--- src/rtl/kalman_pkg.sv ---
// Shared types and constants for the Kalman update scheduler: axis encoding,
// FSM state encoding, default watchdog sizing and the round-robin arbiter helpers.
package kalman_pkg;

    typedef enum logic [1:0] {
        AXIS_ROLL  = 2'd0,
        AXIS_PITCH = 2'd1,
        AXIS_YAW   = 2'd2
    } axis_t;

    typedef logic [1:0] state_t;

    localparam logic [1:0] ST_IDLE  = 2'd0;
    localparam logic [1:0] ST_START = 2'd1;
    localparam logic [1:0] ST_BUSY  = 2'd2;
    localparam logic [1:0] ST_DONE  = 2'd3;

    localparam int DEF_TIMEOUT_CYCLES = 10;
    localparam int DEF_CNT_BITS       = 4;

    function automatic logic [2:0] axis_onehot(input axis_t a);
        logic [2:0] oh;
        oh = 3'b000;
        case (a)
            AXIS_ROLL:  oh = 3'b001;
            AXIS_PITCH: oh = 3'b010;
            AXIS_YAW:   oh = 3'b100;
            default:    oh = 3'b000;
        endcase
        return oh;
    endfunction

    // First pending axis strictly after 'last', wrapping round to 'last' itself.
    function automatic axis_t rr_pick(input axis_t last, input logic [2:0] pend);
        axis_t pick;
        pick = AXIS_ROLL;
        case (last)
            AXIS_ROLL: begin
                if (pend[1])      pick = AXIS_PITCH;
                else if (pend[2]) pick = AXIS_YAW;
                else              pick = AXIS_ROLL;
            end
            AXIS_PITCH: begin
                if (pend[2])      pick = AXIS_YAW;
                else if (pend[0]) pick = AXIS_ROLL;
                else              pick = AXIS_PITCH;
            end
            default: begin
                if (pend[0])      pick = AXIS_ROLL;
                else if (pend[1]) pick = AXIS_PITCH;
                else              pick = AXIS_YAW;
            end
        endcase
        return pick;
    endfunction

endpackage

--- src/rtl/flex_counter.sv ---
// Up-counter with synchronous clear and a rollover strobe that fires in the
// cycle whose counting edge lands on rollover_val; the count wraps to zero there.
module flex_counter #(
    parameter int NUM_CNT_BITS = 4
) (
    input  logic                    clk,
    input  logic                    n_rst,
    input  logic                    clear,
    input  logic                    count_enable,
    input  logic [NUM_CNT_BITS-1:0] rollover_val,
    output logic                    rollover_flag
);

    logic [NUM_CNT_BITS-1:0] count_q, count_d;
    logic [NUM_CNT_BITS-1:0] count_inc;

    assign count_inc     = count_q + NUM_CNT_BITS'(1);
    assign rollover_flag = count_enable && (count_inc == rollover_val);

    always_comb begin
        count_d = count_q;
        if (clear) begin
            count_d = '0;
        end else if (count_enable) begin
            count_d = rollover_flag ? '0 : count_inc;
        end
    end

    always_ff @(posedge clk) begin
        if (!n_rst) begin
            count_q <= '0;
        end else begin
            count_q <= count_d;
        end
    end

endmodule

--- src/rtl/kalman_scheduler.sv ---
// Round-robin scheduler sharing one Kalman datapath between roll/pitch/yaw updates.
// Define KALMAN_SCHED_TIMEOUT_EN to add the BUSY watchdog and sticky timeout_err.
//   IDLE  | wait for a pending axis, pick the next one in rotation
//   START | one-cycle filt_start to the datapath
//   BUSY  | wait for filt_done (or watchdog expiry)
//   DONE  | pulse axis_done, retire the pending flag, record last grant
module kalman_scheduler
    import kalman_pkg::*;
#(
    parameter int TIMEOUT_CYCLES = DEF_TIMEOUT_CYCLES,
    parameter int CNT_BITS       = DEF_CNT_BITS
) (
    input  logic       clk,
    input  logic       n_rst,
    input  logic       clear,
    input  logic [2:0] req,
    input  logic       filt_done,
    output logic       filt_start,
    output logic [1:0] filt_axis,
    output logic       busy,
    output logic [2:0] pending,
    output logic [2:0] axis_done,
    output logic       timeout_err
);

    if (TIMEOUT_CYCLES < 2 || TIMEOUT_CYCLES > (1 << CNT_BITS) - 1) begin : g_bad_timeout
        $error("kalman_scheduler: TIMEOUT_CYCLES does not fit the watchdog counter");
    end

    state_t     state_q, state_d;
    logic [2:0] pending_q, pending_d;
    axis_t      grant_q, grant_d;
    axis_t      last_grant_q, last_grant_d;
    logic       wd_expire;

    always_comb begin
        state_d      = state_q;
        grant_d      = grant_q;
        last_grant_d = last_grant_q;
        pending_d    = pending_q | req;
        case (state_q)
            ST_IDLE: begin
                if (pending_q != 3'b000) begin
                    grant_d = rr_pick(last_grant_q, pending_q);
                    state_d = ST_START;
                end
            end
            ST_START: state_d = ST_BUSY;
            ST_BUSY: begin
                if (filt_done || wd_expire) begin
                    state_d = ST_DONE;
                end
            end
            ST_DONE: begin
                // A same-cycle request on the retiring axis keeps it pending.
                pending_d    = (pending_q & ~axis_onehot(grant_q)) | req;
                last_grant_d = grant_q;
                state_d      = ST_IDLE;
            end
            default: state_d = ST_IDLE;
        endcase
        if (clear) begin
            pending_d = 3'b000;
            state_d   = ST_IDLE;
        end
    end

    always_ff @(posedge clk) begin
        if (!n_rst) begin
            state_q      <= ST_IDLE;
            pending_q    <= 3'b000;
            grant_q      <= AXIS_ROLL;
            last_grant_q <= AXIS_YAW;
        end else begin
            state_q      <= state_d;
            pending_q    <= pending_d;
            grant_q      <= grant_d;
            last_grant_q <= last_grant_d;
        end
    end

`ifdef KALMAN_SCHED_TIMEOUT_EN
    logic wd_rollover;
    logic timeout_err_q;

    // Cleared while in START so counting begins fresh on the first BUSY cycle.
    flex_counter #(
        .NUM_CNT_BITS(CNT_BITS)
    ) u_watchdog (
        .clk          (clk),
        .n_rst        (n_rst),
        .clear        (clear || (state_q == ST_START)),
        .count_enable (state_q == ST_BUSY),
        .rollover_val (CNT_BITS'(TIMEOUT_CYCLES)),
        .rollover_flag(wd_rollover)
    );

    assign wd_expire = wd_rollover && !filt_done;

    always_ff @(posedge clk) begin
        if (!n_rst) begin
            timeout_err_q <= 1'b0;
        end else if (clear) begin
            timeout_err_q <= 1'b0;
        end else if ((state_q == ST_BUSY) && wd_expire) begin
            timeout_err_q <= 1'b1;
        end
    end

    assign timeout_err = timeout_err_q;
`else
    assign wd_expire   = 1'b0;
    assign timeout_err = 1'b0;
`endif

    assign filt_start = (state_q == ST_START);
    assign busy       = (state_q != ST_IDLE);
    assign filt_axis  = busy ? grant_q : 2'b00;
    assign pending    = pending_q;
    assign axis_done  = (state_q == ST_DONE) ? axis_onehot(grant_q) : 3'b000;

endmodule

--- config.mk ---
export PLATFORM = sky130hd
export DESIGN_NAME = kalman_scheduler
export DESIGN_NICKNAME = d
export VERILOG_FILES = /design/src/rtl/kalman_pkg.sv /design/src/rtl/flex_counter.sv /design/src/rtl/kalman_scheduler.sv
export SDC_FILE = /design/constraint.sdc
export NUM_CORES = 1
export LEC_CHECK = 0
export CAP_MARGIN = 20
export CORE_MARGIN = 5
export CORE_UTILIZATION = 38
export DETAILED_ROUTE_END_ITERATION = 7
export PLACE_DENSITY = 0.77
export SYNTH_ARGS = -nofsm -noshare
export SYNTH_HDL_FRONTEND = slang
export SYNTH_SLANG_ARGS = --single-unit
--- constraint.sdc ---
create_clock -name clk -period 1.45 [get_ports clk]
set_input_delay 0.29 -clock clk [delete_from_list [all_inputs] [get_ports clk]]
set_output_delay 0.29 -clock clk [all_outputs]
set_load 0.005 [all_outputs]
==> flow_metrics.tcl, run 1 <==
set metrics [dict create \
    clk_latency_ps 260 \
    num_io_pins 18 \
    ff2ff_setup_slack_ps 20 \
    layout_commonest_cell "buf_4" \
    crit_arrival_ps 1240 \
    drv_cap 0 \
    setup_viol 3 \
    ys_seq_area_frac 0.352 \
    ant_nets 0 \
    portBuffers 16 \
    clockRootBuffer "clkbuf_4" \
    power.leakage_nw 0.421 \
    dp_hpwl_um 958 \
    via_count 567 \
    startpoint "state_q[1]" \
    die-height_um 46.7 \
    grt_use_met2 0.280 \
    avgViaCountPerCell 5.11 \
    slew_violations 0 \
    fill_cells 117 \
    firstDrtPassIters 4 \
    routedWlPerCell_um 13.2 \
    power_per_cell_area_nw_per_um2 683 \
    synth_cell_types 24 \
    cp-start-kind "flop" \
    synth-edff-count 0 \
    p_int_uw 456 \
    cts.path.max_buffers 2 \
    fmax_mhz 655 \
    cts_sinks 9 \
    cts_tree "done" \
    routabilityCongestion 0.876 \
    syn_to_final_growth_pct 78.7 \
    switching_share 0.269 \
    rr_worst_depth 6 \
    p_comb_frac 0.250 \
    status "complete, but fails checks" \
    grt_pass1_wl_um 2180 \
    syn_inst 57 \
    rows 13 \
    grt_most_used_layer "met2" \
    grt_max_degree 8 \
    die_w_um 46.7 \
    rsz0062_at_grt "yes" \
    cts-hold-fix-buffers 0 \
    r2r-end "state_q[1]" \
    final_cell_mix "18 x buf_4, 9 x clkdlybuf4s50_1, 7 x o21ai_0" \
    post-route-min-period_ps 1530 \
    post-route-period-util 1.05 \
    ys_warn_count 0 \
    gr-usage-met3 0.0508 \
    syn_area_per_cell_um2 8.98 \
    path_clk_slew_ps 60 \
    layout.nets 109 \
    whs_endpoint "last_grant_q[0]" \
    ys_async_sr_fraction 0 \
    cts_inserted_buffers 3 \
    ctsHtreeMaxLevel 1 \
    placed_area_um2 773 \
    violations "negative setup slack" \
    drive_gt1_frac 0.479 \
    min_from "last_grant_q[0]" \
    routed_wl_um 1470 \
    start_util 0.398 \
    die_area_um2 2180 \
    ir_worst_vdd_v 0.000362 \
    insertedDiodeCount 0 \
    overflow 0 \
    hold_violations 0 \
    path_class "flop to primary output" \
    track_usage 0.152 \
    ys.flop_type "dfxtp_1" \
    met1_usage 0.139 \
    seq_power_share 0.430 \
    required_ps 1160 \
    layout_setup_ws_ps -75.6 \
    p_sw_uw 168 \
    netlist_area_um2 512 \
    hold_path.class "flop to flop" \
    drc 0 \
    synth_nets 69 \
    grt_pass1_vias 531 \
    antenna_found_initial 0 \
    coreArea_um2 1280 \
    place_ws_ps -211 \
    clock_skew_ps 1.83 \
    final_area_um2 915 \
    cp-end-kind "primary output" \
    ys_ff_latch 9 \
    worstPathMaxFanout 7 \
    drt_iter0_markers 16 \
    reg2reg_from "state_q[1]" \
    hold_depth 2 \
    pwr-share-clk 0.320 \
]
-- state kept, by name (all words and copies together) (netlist names) --
signal,cells
pending,3
grant_q,2
state_q,2
last_grant_q,2
-- power by group through the flow --
stage / clock network [mW] / logic [mW] / registers, mW
4_1_cts: 0.208 / 0.132 / 0.271
5_1_grt: 0.227 / 0.169 / 0.270
2_1_floorplan: 0 / 0.0533 / 0.277
3_3_place_gp: 0 / 0.119 / 0.276
6_report: 0.200 / 0.156 / 0.268
3_5_place_dp: 0 / 0.122 / 0.277
-- stage by stage --
stage               total power [mW]  hold slack [ps]  instances  utilization  TNS, ps
global route                   0.667              558        111        0.712     -385
global placement               0.395              499         99        0.602     -739
detailed placement             0.398              512         99        0.602     -948
finish                         0.625              524        111        0.712     -160
CTS                            0.611              529        106        0.667     -249
floorplan                      0.330              362         57            -        0
-- synth_stat cells, drive strengths merged (2+ instances only) --
| library cell | count | share of area |
|---|---|---|
| nand2 | 2 | 0.015 |
| nor2b | 5 | 0.061 |
| o21ai | 7 | 0.068 |
| nand2b | 3 | 0.037 |
| ha | 5 | 0.12 |
| a21oi | 3 | 0.037 |
| dfxtp | 9 | 0.35 |
| inv | 4 | 0.029 |
| o21a | 2 | 0.029 |
| nor2 | 3 | 0.022 |
| and2b | 2 | 0.029 |
-- cell families after synthesis --
family / count (synthesis) / synth area share
flops: 9 / 0.352
mux: 1 / 0.0196
buf+inv: 5 / 0.0440
other cells: 1 / 0.00733
fa+ha+maj: 5 / 0.122
compound gates: 15 / 0.193
simple gates: 21 / 0.262
-- layout make-up --
cell class / count / area, um^2 / area share
Multi-Input combinational cell: 43 / 370 / 0.405
Inverter: 4 / 15.0 / 0.0164
Clock buffer: 4 / 26.3 / 0.0287
Timing Repair Buffer: 36 / 289 / 0.316
Tap cell: 15 / 18.8 / 0.0205
Sequential cell: 9 / 195 / 0.213
-- worst max-delay path, stage by stage (launching register included) --
cell     delay [ps]
dfxtp_4         370
inv_2            40
buf_6           110
ha_4            170
and2b_1         180
buf_2           100
-- what timing repair did --
item / in CTS / in global routing
gates resized for setup: 44 / 7
endpoints found under the hold margin: 0 / 0
pin swaps: 3 / 3
buffers inserted: 3 / 5
endpoints found under the setup margin: 10 / 11
gates cloned: 0 / 0
-- routing by layer --
layer | wire [um] | share of wire | up-vias
met5 | 0 | 0 | -
met4 | 12 | 0.0082 | 0
met3 | 112 | 0.076 | 4
met2 | 810 | 0.55 | 22
met1 | 529 | 0.36 | 266
li1 | - | - | 275
-- worst max-delay path by stage --
| stage | endpoint | cells past startpoint |
|---|---|---|
| 3_3_place_gp | filt_axis[0] | 4 |
| 3_5_place_dp | filt_axis[0] | 4 |
| 6_report | filt_axis[0] | 5 |
| 4_1_cts | axis_done[1] | 4 |
| 2_1_floorplan | state_q[1] | 5 |
| 5_1_grt | filt_axis[1] | 5 |
(Power assumes the default switching activity.)
==> run 2, diff against run 1 <==
--- a/config.mk
+++ b/config.mk
@@ -6,7 +6,6 @@
 export NUM_CORES = 1
 export LEC_CHECK = 0
 export CAP_MARGIN = 20
-export CORE_MARGIN = 5
 export CORE_UTILIZATION = 38
 export DETAILED_ROUTE_END_ITERATION = 7
 export PLACE_DENSITY = 0.77
==> run 2 against run 1 <==
The flow still finishes with violations (negative setup slack). Die area is 31% lower. Combinational power is 3% higher. Maximum frequency is 1.0% lower. Global-route usage is 8.9 points higher. Clock power hardly changed. Largest power group unchanged.
==> flow_metrics.tcl, run 2 (synthesis results as in run 1) <==
set metrics [dict create \
    place_ws_ps -244 \
    min_from "last_grant_q[0]" \
    hold_path.class "flop to flop" \
    worstPathMaxFanout 4 \
    reg2reg_from "state_q[1]" \
    die-height_um 38.7 \
    rr_worst_depth 7 \
    rows 12 \
    cp-end-kind "primary output" \
    violations "negative setup slack" \
    clockRootBuffer "clkbuf_4" \
    setup-tns-final_ps -316 \
    required_ps 1160 \
    ant_nets 0 \
    largest_reg_flops 3 \
    rsz0062_at_grt "yes" \
    clk_latency_ps 270 \
    post-route-min-period_ps 1540 \
    clock_skew_ps 4.76 \
    dp_hpwl_um 896 \
    start_util 0.437 \
    firstDrtPassIters 4 \
    layout_commonest_cell "buf_4" \
    crit_arrival_ps 1250 \
    status "complete, but fails checks" \
    final_cell_mix "13 x buf_4, 8 x clkdlybuf4s50_1, 6 x o21ai_0" \
    portBuffers 16 \
    drc 0 \
    grt_pass1_vias 542 \
    finalPower_uw 634 \
    layout_setup_ws_ps -91.0 \
    whs_endpoint "last_grant_q[0]" \
    grt_max_degree 8 \
    grt_pass1_wl_um 2350 \
    die_area_um2 1500 \
    cts_tree "done" \
    ff2ff_setup_slack_ps -60 \
    path_class "flop to primary output" \
    slew_violations 0 \
    r2r-end "state_q[1]" \
    num_io_pins 18 \
    antenna_found_initial 0 \
    via_count 546 \
    cts_inserted_buffers 3 \
    path_clk_slew_ps 60 \
    syn_to_final_growth_pct 75.6 \
    setup_viol 5 \
    overflow 0 \
    hold_depth 2 \
    hold_violations 0 \
    track_usage 0.241 \
    routedWlPerCell_um 14.5 \
    ctsHtreeMaxLevel 1 \
    coreArea_um2 1170 \
    cp-start-kind "flop" \
    cts_sinks 9 \
    layout.nets 106 \
    routed_wl_um 1550 \
    die_w_um 38.7 \
    cts.path.max_buffers 2 \
    post-route-period-util 1.06 \
    timing.hold.ws_ps 515 \
    power.leakage_nw 0.436 \
    ir_worst_vdd_v 0.000413 \
    drv_cap 0 \
    routabilityCongestion 0.786 \
    insertedDiodeCount 0 \
    drive_gt1_frac 0.452 \
    fmax_mhz 649 \
    avgViaCountPerCell 5.10 \
    drt_iter0_markers 4 \
    power_per_cell_area_nw_per_um2 705 \
]
run 2: final cells by class:
type	instances	area, um^2
tap	14	17.5
timing repair buffer	33	277
sequential	9	199
inverter	4	17.5
fill	80	273
multi-input combinational	43	362
clock buffer	4	26.3
run 2: power by group:
group | total (mW) | leakage, nW | switching [mW] | internal [mW]
clock network | 0.203 | 0.0150 | 0.0963 | 0.106
logic | 0.161 | 0.344 | 0.0640 | 0.0965
registers | 0.270 | 0.0771 | 0.0160 | 0.254
total | 0.634 | 0.436 | 0.176 | 0.457
run 2: worst max path at each step:
stage,from,to,slack (ps),cells past startpoint
after global placement,state_q[1],axis_done[0],-160,3
final,state_q[1],filt_axis[1],-90,5
after global routing,state_q[1],filt_axis[1],-120,5
after detailed placement,state_q[1],axis_done[0],-240,3
after CTS,state_q[1],axis_done[1],-130,4
after floorplan,state_q[0],state_q[1],70,5
run 2: repair_timing:
action | 4_1_cts | 5_1_grt
buffers inserted | 4 | 3
pin swaps | 2 | 4
hold buffers | 0 | 0
resized for setup | 44 | 12
setup endpoints to repair | 12 | 10
run 2: critical path, cell delays in order, from the launching register on:
cell and delay, ps:
dfxtp_4 370, inv_2 40, buf_6 110, ha_4 170
and2b_1 190, buf_2 110
run 2: metal layers:
| layer | part of all wire | wire (um) | GRT usage |
|---|---|---|---|
| met5 | 0 | 0 | 0 |
| met4 | 0.0052 | 8 | 0.0517 |
| met3 | 0.044 | 68 | 0.0867 |
| met2 | 0.53 | 823 | 0.458 |
| met1 | 0.42 | 646 | 0.246 |
run 2: stage by stage:
step | cells | utilization | cell area, um^2
floorplan | 57 | - | 512
global placement | 96 | 0.646 | 757
detailed placement | 96 | 0.646 | 757
CTS | 104 | 0.733 | 858
global route | 107 | 0.767 | 898
finish | 107 | 0.767 | 898
==> run 3, diff against run 2 <==
--- a/config.mk
+++ b/config.mk
@@ -8,6 +8,7 @@
 export CAP_MARGIN = 20
 export CORE_UTILIZATION = 38
 export DETAILED_ROUTE_END_ITERATION = 7
+export MAX_ROUTING_LAYER = met4
 export PLACE_DENSITY = 0.77
 export SYNTH_ARGS = -nofsm -noshare
 export SYNTH_HDL_FRONTEND = slang
==> run 3 against run 2 <==
The run still ends with negative setup slack left. Critical path depth unchanged. Via count increased by 0.18%. Critical path type unchanged. Final area unchanged. Maximum frequency about the same. Sequential share of layout area unchanged. Register-to-register slack about the same.
==> flow_metrics.tcl, run 3 (synthesis results as in run 1) <==
set metrics [dict create \
    status "complete, but fails checks" \
    violations "negative setup slack" \
    avgViaCountPerCell 5.11 \
    slew_violations 0 \
    power.leakage_nw 0.436 \
    reg2reg_from "state_q[1]" \
    min_from "last_grant_q[0]" \
    place_inst 96 \
    cts_tree "done" \
    routed_wl_um 1560 \
    ir_worst_vdd_v 0.000413 \
    fmax_mhz 648 \
    die_area_um2 1500 \
    stdcell_count 107 \
    rsz0062_at_grt "yes" \
    worstPathMaxFanout 4 \
    syn_to_final_growth_pct 75.6 \
    clk_latency_ps 270 \
    grt_pass1_wl_um 2350 \
    dp_hpwl_um 896 \
    start_util 0.437 \
    drc 0 \
    cts_inserted_buffers 3 \
    die-height_um 38.7 \
    die_w_um 38.7 \
    cts-hold-fix-buffers 0 \
    required_ps 1160 \
    grt_max_degree 8 \
    clock_skew_ps 5.95 \
    routabilityCongestion 0.797 \
    num_io_pins 18 \
    setup_viol 5 \
    cts.path.max_buffers 2 \
    coreArea_um2 1170 \
    post-route-min-period_ps 1540 \
    layout_setup_ws_ps -92.0 \
    cp-end-kind "primary output" \
    crit_arrival_ps 1250 \
    ctsHtreeMaxLevel 1 \
    drv_cap 0 \
    routedWlPerCell_um 14.6 \
    power_per_cell_area_nw_per_um2 708 \
    portBuffers 16 \
    cp-start-kind "flop" \
    hold_violations 0 \
    clockRootBuffer "clkbuf_4" \
    via_count 547 \
    grt_pass1_vias 538 \
    antenna_found_initial 0 \
    rows 12 \
    overflow 0 \
    path_clk_slew_ps 60 \
    final_util 0.767 \
    path_class "flop to primary output" \
    largest_reg_flops 3 \
    drt_iter0_markers 8 \
    insertedDiodeCount 0 \
    drive_gt1_frac 0.452 \
    hold_path.class "flop to flop" \
    final_cell_mix "13 x buf_4, 8 x clkdlybuf4s50_1, 6 x o21ai_0" \
    startpoint "state_q[1]" \
    post-route-period-util 1.06 \
    track_usage 0.247 \
    firstDrtPassIters 4 \
    cts_sinks 9 \
    layout.nets 106 \
    layout_commonest_cell "buf_4" \
    ant_nets 0 \
]
## run 3: through the flow
step	instance area, um^2	worst slack (ps)	setup TNS (ps)	hold slack [ps]	power, mW
final	898	-92.0	-319	514	0.636
after global routing	898	-124	-562	549	0.669
after CTS	858	-134	-489	520	0.624
after detailed placement	757	-244	-1060	504	0.400
after global placement	757	-161	-759	498	0.397
after floorplan	512	65.1	0	362	0.330
## run 3: routing by layer
| metal | vias up | global-route usage | wire [um] |
|---|---|---|---|
| li1 | 271 | - | - |
| met1 | 258 | 0.246 | 646 |
| met2 | 16 | 0.458 | 829 |
| met3 | 2 | 0.0867 | 78 |
| met4 | 0 | 0.0517 | 8 |
| met5 | - | - | 0 |
## run 3: path summary, 6_finish.rpt
path / cells after the start / end / slack, ps
worst min-delay path: 2 / last_grant_q[0] / 510
worst min register to register: 2 / last_grant_q[0] / 510
worst max-delay path: 5 / filt_axis[1] / -90
worst max register to register: 7 / state_q[1] / -60
## run 3: repair_timing
item	4_1_cts	5_1_grt
buffers inserted	4	3
setup endpoints to repair	12	10
resized for setup	44	12
pin swaps	2	4
## run 3: power breakdown
group          internal (mW)  total, mW  leakage (nW)  switching [mW]
logic                 0.0965      0.161         0.344          0.0644
registers              0.254      0.270        0.0771          0.0160
clock network          0.107      0.205        0.0150          0.0982
total                  0.457      0.636         0.436           0.178
## run 3: worst max-delay path, stage by stage (launching register included)
cell and delay [ps]:
dfxtp_4 370, inv_2 40, buf_6 110, ha_4 170
and2b_1 190, buf_2 110
## run 3: cell type report
type,count,area [um^2]
multi-input combinational,43,362
inverter,4,17.5
sequential,9,199
tap,14,17.5
timing repair buffer,33,277
fill,80,273
clock buffer,4,26.3
